### config.mk
export PLATFORM = sky130hd
export DESIGN_NAME = sync_down_counter
export DESIGN_NICKNAME = d
export VERILOG_FILES = /design/src/rtl/sync_down_counter_pkg.sv /design/src/rtl/sync_down_counter_tff_cell.sv /design/src/rtl/sync_down_counter.sv
export SDC_FILE = /design/constraint.sdc
export NUM_CORES = 1
export LEC_CHECK = 0
export BUFFER_PORTS_ARGS = -buffer_cell sky130_fd_sc_hd__buf_2
export CAP_MARGIN = 5
export CORE_AREA = 2 2 39 41
export CTS_BUF_LIST = sky130_fd_sc_hd__clkbuf_8
export CTS_CLUSTER_SIZE = 14
export DETAILED_ROUTE_END_ITERATION = 10
export DIE_AREA = 0 0 41 43
export SETUP_SLACK_MARGIN = 0.5
export SYNTH_ARGS = -nofsm -noshare
export SYNTH_HDL_FRONTEND = slang
export SYNTH_SLANG_ARGS = --single-unit
### constraint.sdc
create_clock -name clk -period 4 [get_ports clk]
set_clock_uncertainty 0.05 [all_clocks]
set_input_delay 1.2 -clock clk [delete_from_list [all_inputs] [get_ports clk]]
set_output_delay 1.2 -clock clk [all_outputs]
set_load 0.02 [all_outputs]
### src/rtl/sync_down_counter_pkg.sv
// Shared types and constants for the loadable down counter/timer.
// Used by sync_down_counter and its tff_cell bit slices.
package sync_down_counter_pkg;

    typedef enum logic {
        IDLE = 1'b0,
        RUN  = 1'b1
    } state_e;

    localparam int DEFAULT_WIDTH = 4;

endpackage : sync_down_counter_pkg

### src/rtl/sync_down_counter_tff_cell.sv
// Toggle flip-flop bit slice with async active-high reset to 0 and a
// synchronous parallel load that takes priority over the toggle input.
module tff_cell (
    input  logic clk,
    input  logic rst,
    input  logic load,
    input  logic d,
    input  logic t,
    output logic q
);

    logic q_q;
    logic q_d;

    always_comb begin
        q_d = q_q;
        if (load) begin
            q_d = d;
        end else if (t) begin
            q_d = ~q_q;
        end
    end

    always_ff @(posedge clk or posedge rst) begin
        if (rst) begin
            q_q <= 1'b0;
        end else begin
            q_q <= q_d;
        end
    end

    assign q = q_q;

endmodule : tff_cell

### src/rtl/sync_down_counter.sv
// Loadable down counter/timer built from toggle cells, with a one-cycle
// terminal-count pulse. Define SYNC_DOWN_COUNTER_AUTORELOAD_EN for periodic
// auto-reload at expiry; otherwise the counter stops at 0 and returns to IDLE.
module sync_down_counter
    import sync_down_counter_pkg::*;
#(
    parameter int WIDTH = DEFAULT_WIDTH
) (
    input  logic             clk,
    input  logic             rst,
    input  logic             load,
    input  logic [WIDTH-1:0] load_val,
    input  logic             en,
    output logic [WIDTH-1:0] cnt,
    output logic             zero,
    output logic             tc,
    output logic             busy
);

    state_e           state_q;
    state_e           state_d;
    logic             tc_q;
    logic             tc_d;
    logic             expiry;
    logic             dec;
    logic             cell_load;
    logic [WIDTH-1:0] cell_val;
    logic [WIDTH-1:0] expiry_val;
    logic [WIDTH-1:0] tog;
    logic [WIDTH-1:0] cnt_w;

`ifdef SYNC_DOWN_COUNTER_AUTORELOAD_EN
    logic [WIDTH-1:0] reload_q;
    logic [WIDTH-1:0] reload_d;

    always_comb begin
        reload_d = reload_q;
        if (load) begin
            reload_d = load_val;
        end
    end

    always_ff @(posedge clk or posedge rst) begin
        if (rst) begin
            reload_q <= '0;
        end else begin
            reload_q <= reload_d;
        end
    end

    assign expiry_val = reload_q;
`else
    assign expiry_val = '0;
`endif

    // Expiry is caught at cnt==1 so the count never underflows past zero.
    assign expiry = (state_q == RUN) && en && (cnt_w == WIDTH'(1));
    assign dec    = (state_q == RUN) && en && !expiry;

    // Bit i toggles on a decrement only when every lower bit is already 0.
    always_comb begin
        logic low_zero;
        tog      = '0;
        low_zero = 1'b1;
        for (int i = 0; i < WIDTH; i++) begin
            tog[i]   = dec & low_zero;
            low_zero = low_zero & ~cnt_w[i];
        end
    end

    assign cell_load = load | expiry;
    assign cell_val  = load ? load_val : expiry_val;

    for (genvar g = 0; g < WIDTH; g++) begin : g_bit
        tff_cell u_cell (
            .clk  (clk),
            .rst  (rst),
            .load (cell_load),
            .d    (cell_val[g]),
            .t    (tog[g]),
            .q    (cnt_w[g])
        );
    end

    always_comb begin
        state_d = state_q;
        tc_d    = 1'b0;
        if (load) begin
            state_d = (load_val != '0) ? RUN : IDLE;
        end else if (expiry) begin
            tc_d = 1'b1;
`ifdef SYNC_DOWN_COUNTER_AUTORELOAD_EN
            state_d = RUN;
`else
            state_d = IDLE;
`endif
        end
    end

    always_ff @(posedge clk or posedge rst) begin
        if (rst) begin
            state_q <= IDLE;
            tc_q    <= 1'b0;
        end else begin
            state_q <= state_d;
            tc_q    <= tc_d;
        end
    end

    assign cnt  = cnt_w;
    assign zero = (cnt_w == '0);
    assign tc   = tc_q;
    assign busy = (state_q == RUN);

endmodule : sync_down_counter

==> key figures, run 1 <==
CTS
  • CTS tree: yes
  • Clock slew at reported path FFs: 40 ps
  • # resized after CTS: 0
  • Clock Tree Root: clkbuf_8
  • Post CTS Setup Buffer Count: 0
  • Later-pin clock latency in the skew report: 220 ps
  • H-tree Lvls: 1
  • Longest Clk Path Bufs: 2
  • Total CTS buffers: 3
  • Clk sinks: 6
  • # hold bufs at CTS: 0

Floorplan
  • I/O pin cnt: 15
  • Starting Density: 0.2477
  • Die area: 1763 um^2
  • Num rows: 14
  • Die X: 41 um
  • Core footprint: 1384 um^2
  • Die height: 43 um

Timing
  • Setup TNS: 0 ps
  • Rel. slew slack: 0.8167
  • Max Clk Rate: 406.9 MHz
  • RSZ-0062 raised after global routing: no
  • Final hold viol count: 0
  • Slew of the pin with the lowest slew margin: 271.4 ps
  • Min Tclk post-route: 2458 ps
  • Fin crit share: 0.6144
  • Final setup viols: 0
  • Final Slew Violations: 0

Global routing
  • Vias in the first global route: 271
  • Largest net degree at the start of global routing: 12
  • First-pass GRT wire length: 1117 um
  • Grt total ovfl: 0
  • Antenna violations before repair: 0
  • GRT Total Usage: 0.1020

Route
  • DRC violations left: 0
  • Vias: 292
  • TritonRoute pass-1 iters: 3
  • Per-cell routed wire length: 10.82 um
  • Vias per cell: 4.492
  • Final antenna-violating net count: 0
  • Iteration-0 DRC Markers: 2
  • WL final: 703 um

Synth
  • Yosys Warn Count: 0
  • Synthesized flop and latch total: 6
  • Sequential area share after synthesis: 0.4380
  • Unique masters post-synth: 17
  • Mapped Area: 342.8 um^2
  • Synthesized area per cell: 9.266 um^2
  • Synthesized instance count: 37
  • Syn_nets: 45

Pwr
  • Power Density: 470.2 nW/um^2
  • Tot Pwr: 207.1 uW
  • VDD IR max: 151.2 uV
  • Pleak: 0.2084 nW

Worst setup path
  • R2r endpoint: g_bit[3].u_cell.q$_DFFE_PP0P_
  • Buf/Inv on CP: 1
  • Crit path max-delay family: flip-flops
  • WP data required: 2750 ps
  • CP arrival: 1210 ps
  • Crit path launch type: flip-flop
  • R2R depth: 3
  • Worst R2R Start: g_bit[1].u_cell.q$_DFFE_PP0P_
  • Crit path launch: g_bit[1].u_cell.q$_DFFE_PP0P_
  • Crit-path cells: or2_1 > nor3_1 > buf_2
  • Stages on worst setup path: 3
  • Worst Setup End Kind: primary output
  • Crit-path slowest cell: dfrtp_1
  • Max incr delay on CP: 410 ps
  • Worst Setup EP: zero
  • R2r setup slk: 2690 ps
  • Crit-path max FO: 5
  • Critical path class: flip-flop to primary output

Outcome
  • Outcome: complete, no violations

Final layout
  • Layout cells sized above 1: 0.3673
  • P&R area growth vs syn: 28.47%
  • NumNets Final: 59
  • Antenna diode count: 0
  • Fillers: 153

Hold path
  • Type of the worst min-delay path: flip-flop to flip-flop

Flow run
  • Max Cap Viol: 0

Placed design
  • PortBufs: 14
  • Gpl congestion: 0.6795
  • DP HPWL: 535.2 um
[power breakdown]
| part | total (mW) | internal, mW | switching (mW) | leakage, nW |
|---|---|---|---|---|
| registers | 0.0757 | 0.0674 | 0.00836 | 0.0723 |
| clock network | 0.0896 | 0.0646 | 0.0250 | 0.0216 |
| logic | 0.0418 | 0.0177 | 0.0241 | 0.114 |
| total | 0.207 | 0.150 | 0.0574 | 0.208 |
[Yosys cell counts]
library cell | n | area [um^2]
o21ai_0 | 4 | 20.02
buf_4 | 4 | 30.03
or2_1 | 1 | 6.260
o21a_1 | 1 | 7.510
clkbuf_1 | 1 | 3.750
nor3_1 | 4 | 20.02
nand3b_1 | 1 | 7.510
nand2b_1 | 2 | 12.51
xor2_1 | 2 | 17.52
dfrtp_1 | 6 | 150.1
xnor2_1 | 1 | 8.760
and4bb_2 | 1 | 12.51
o41ai_1 | 1 | 8.760
nand2_1 | 5 | 18.77
inv_1 | 1 | 3.750
o31a_1 | 1 | 8.760
and3_1 | 1 | 6.260
[state kept, by name, indices dropped and copies added, names as in the netlist]
signal          cells
g_bit.u_cell.q      4
busy                1
tc                  1
[worst register-to-register path, delay by kind of cell, from the launching register on]
family          cells  cell delay [ps]
compound gates      2              460
flops               1              410
simple gates        1              270
[layout by cell type (no fill, tap or decap)]
| cell type | count |
|---|---|
| o41ai_1 | 1 |
| buf_2 | 14 |
| or2_1 | 1 |
| inv_1 | 1 |
| dfrtp_1 | 6 |
| o21ai_0 | 4 |
| and4bb_2 | 1 |
| nand2_1 | 5 |
| nor3_1 | 4 |
| and3_1 | 1 |
| o21a_1 | 1 |
| nand3b_1 | 1 |
| xor2_1 | 2 |
| o31a_1 | 1 |
| xnor2_1 | 1 |
| clkbuf_8 | 3 |
| nand2b_1 | 2 |
[kinds of logic after synthesis]
| logic type | share of synthesized area |
|---|---|
| flops | 0.4379 |
| simple gates | 0.2446 |
| xor+xnor | 0.07666 |
| buf+inv | 0.1095 |
| compound gates | 0.1314 |
[how the worst min path moves through the flow]
stage / startpoint / endpoint / slack, ps / cells past startpoint
after global routing: g_bit[0].u_cell.q$_DFFE_PP0P_ / tc$_DFF_PP0_ / 600 / 2
after detailed placement: busy$_DFFE_PP0P_ / busy$_DFFE_PP0P_ / 540 / 2
after global placement: g_bit[2].u_cell.q$_DFFE_PP0P_ / tc$_DFF_PP0_ / 530 / 3
after CTS: busy$_DFFE_PP0P_ / busy$_DFFE_PP0P_ / 550 / 2
after floorplan: g_bit[0].u_cell.q$_DFFE_PP0P_ / tc$_DFF_PP0_ / 510 / 2
final: busy$_DFFE_PP0P_ / busy$_DFFE_PP0P_ / 550 / 2
[final cells by class]
class,count,area (um^2),share of cell area
Inverter,1,3.754,0.008523
Multi-Input combinational cell,25,155.1,0.3523
Tap cell,16,20.02,0.04545
Sequential cell,6,150.1,0.3409
Clock buffer,3,41.29,0.09375
Timing Repair Buffer,14,70.07,0.1591
[per-layer routing]
layer | GRT usage | up-vias | wire length (um)
met5 | 0 | - | 0
met4 | 0.1200 | 0 | 19
met3 | 0.01571 | 2 | 45
met2 | 0.1250 | 11 | 302
met1 | 0.1311 | 130 | 335
li1 | - | 149 | -
[stage by stage]
step | cell area (um^2) | cells | setup slack (ps) | util | hold slack (ps)
5_1_grt | 440.4 | 65 | 1501 | 0.3183 | 595.6
4_1_cts | 440.4 | 65 | 1532 | 0.3183 | 549.9
3_3_place_gp | 399.1 | 62 | 1804 | 0.2884 | 531.5
2_1_floorplan | 342.8 | 37 | 1636 | - | 505.3
3_5_place_dp | 399.1 | 62 | 1773 | 0.2884 | 542.1
6_report | 440.4 | 65 | 1542 | 0.3183 | 552.3
(Power assumes the default switching activity.)
==> inputs of run 2 (changes only) <==
clock period = 2.2 ns   (was 4 ns; I/O delays follow)
==> run 2 against run 1 <==
  * First-iteration DRC count grew to 2.5 times the previous value
  * Combinational power grew 140%
  * Via count grew 7.2%
==> key figures, run 2 (synthesis results as in run 1) <==
Placed design
  • PortBufs: 14 (unchanged)
  • Gpl congestion: 0.6589 (-3.0%)
  • Placed Cells incl. Taps: 62 (unchanged)
  • Setup WS pre-CTS: 535.6 ps (-1237 ps)
  • Placed cell area: 404.1 um^2 (+1.3%)

Pwr
  • Tot Pwr: 399.2 uW (+93%)
  • Power Density: 830.8 nW/um^2 (+77%)
  • Pleak: 0.2301 nW (+10%)
  • VDD IR max: 224.9 uV (+49%)

CTS
  • Clock slew at reported path FFs: 40 ps (about the same)
  • H-tree Lvls: 1 (unchanged)
  • Longest Clk Path Bufs: 2 (unchanged)
  • Later-pin clock latency in the skew report: 220 ps (about the same)
  • Total CTS buffers: 3 (unchanged)
  • CTS tree: yes
  • Clock Tree Root: clkbuf_8
  • Clk sinks: 6 (unchanged)
  • # hold bufs at CTS: 0 (unchanged)

Route
  • Vias per cell: 4.536 (+0.98%)
  • WL final: 809 um (+15%)
  • Final antenna-violating net count: 0 (unchanged)
  • Iteration-0 DRC Markers: 5 (+3)
  • TritonRoute pass-1 iters: 3 (unchanged)
  • Vias: 313 (+7.2%)
  • Per-cell routed wire length: 11.72 um (+8.4%)
  • DRC violations left: 0 (unchanged)

Hold path
  • Type of the worst min-delay path: input port to async pin

Timing
  • Max Clk Rate: 554.5 MHz
  • Rel. slew slack: 0.8136 (-0.003095)
  • Setup TNS: 0 ps (unchanged)
  • Slack of the critical path: 396.6 ps (-1146 ps)
  • Final setup viols: 0 (unchanged)
  • Min Tclk post-route: 1803 ps
  • Fin crit share: 0.8197
  • Hold slack: 290.1 ps (-262.2 ps)
  • Final Slew Violations: 0 (unchanged)
  • Slew of the pin with the lowest slew margin: 276.0 ps (+4.583 ps)
  • RSZ-0062 raised after global routing: yes
  • Final hold viol count: 0 (unchanged)

Worst setup path
  • R2R depth: 4 (+1)
  • CP arrival: 1090 ps (-120 ps)
  • Worst Setup End Kind: primary output
  • Critical path class: flip-flop to primary output
  • WP data required: 1490 ps (-1260 ps)
  • Crit-path max FO: 2 (-3)
  • R2r endpoint: g_bit[3].u_cell.q$_DFFE_PP0P_
  • R2r setup slk: 830 ps (-1860 ps)
  • Worst R2R Start: g_bit[2].u_cell.q$_DFFE_PP0P_
  • Crit path launch type: flip-flop

Floorplan
  • Die height: 43 um (unchanged)
  • Num rows: 14 (unchanged)
  • Starting Density: 0.2477 (unchanged)
  • I/O pin cnt: 15 (unchanged)
  • Die X: 41 um (unchanged)
  • Core footprint: 1384 um^2 (unchanged)
  • Die area: 1763 um^2 (unchanged)

Final layout
  • Design Area, Final: 480.5 um^2 (+9.1%)
  • Commonest cells after routing, fill and taps aside: buf_2 (13), dfrtp_1 (6), nand2_1 (5), buf_4 (5), o21ai_0 (4)
  • Fillers: 153 (unchanged)
  • FF/Latch Area: 150.1 um^2 (unchanged)
  • Area of the multi-input gates: 162.7 um^2 (+4.8%)
  • Antenna diode count: 0 (unchanged)
  • P&R area growth vs syn: 40.15%
  • Finished Core Util: 0.3472 (+0.02893)
  • Layout cells sized above 1: 0.4528 (+0.08548)
  • Most common cell after layout, fill and taps aside: buf_2
  • Max reg flops: 4 (unchanged)
  • NumNets Final: 63 (+6.8%)
  • Non-Filler Instances: 69 (+6.2%)

Global routing
  • Vias in the first global route: 313 (+15%)
  • Largest net degree at the start of global routing: 12 (unchanged)
  • Antenna violations before repair: 0 (unchanged)
  • GRT Total Usage: 0.1134 (+0.01134)
  • Grt total ovfl: 0 (unchanged)
  • First-pass GRT wire length: 1283 um (+15%)

Flow run
  • Max Cap Viol: 0 (unchanged)

Outcome
  • Outcome: complete, no violations
==> run 2: changes by cell type in the layout (fill, tap and decap cells not counted), sizes merged <==
cell,before,now
buf,14,18
==> run 2: where the power goes <==
group          switching, mW  internal (mW)
sequential            0.0127          0.122
combinational         0.0526         0.0483
clock                 0.0456          0.117
==> run 2: critical path: stages (launching register included) <==
cell     delay, ps
dfrtp_1        370
or2_4          260
nor3_2          90
buf_4          160
==> run 2: worst max path at each step <==
stage | start | to | slack [ps] | cells after the start
final | g_bit[2].u_cell.q$_DFFE_PP0P_ | zero | 400 | 3
after global routing | g_bit[2].u_cell.q$_DFFE_PP0P_ | zero | 330 | 3
after CTS | g_bit[2].u_cell.q$_DFFE_PP0P_ | zero | 390 | 3
after detailed placement | g_bit[1].u_cell.q$_DFFE_PP0P_ | zero | 540 | 3
after global placement | g_bit[1].u_cell.q$_DFFE_PP0P_ | zero | 560 | 3
after floorplan | g_bit[1].u_cell.q$_DFFE_PP0P_ | zero | 540 | 2
==> run 2: area by class of cell <==
cell class,instances,area share
flip-flops and latches,6,0.3125
multi-input cells,25,0.3385
well taps,16,0.04167
repair buffers,18,0.2135
clock buffers,3,0.08594
inverters,1,0.007812
==> run 2: timing repair <==
| item | in CTS | in global routing |
|---|---|---|
| setup endpoints to repair | 1 | 1 |
| hold endpoints to repair | 0 | 0 |
| buffers inserted | 3 | 1 |
| pin swaps | 1 | 0 |
| resized for setup | 2 | 0 |
==> run 2: metal layers <==
metal | GRT usage | wire length, um | vias to the layer above
met1 | 0.1188 | 348 | 142
met4 | 0.1000 | 20 | 0
li1 | - | - | 156
met5 | 0 | 0 | -
met2 | 0.1719 | 389 | 12
met3 | 0.03141 | 51 | 3
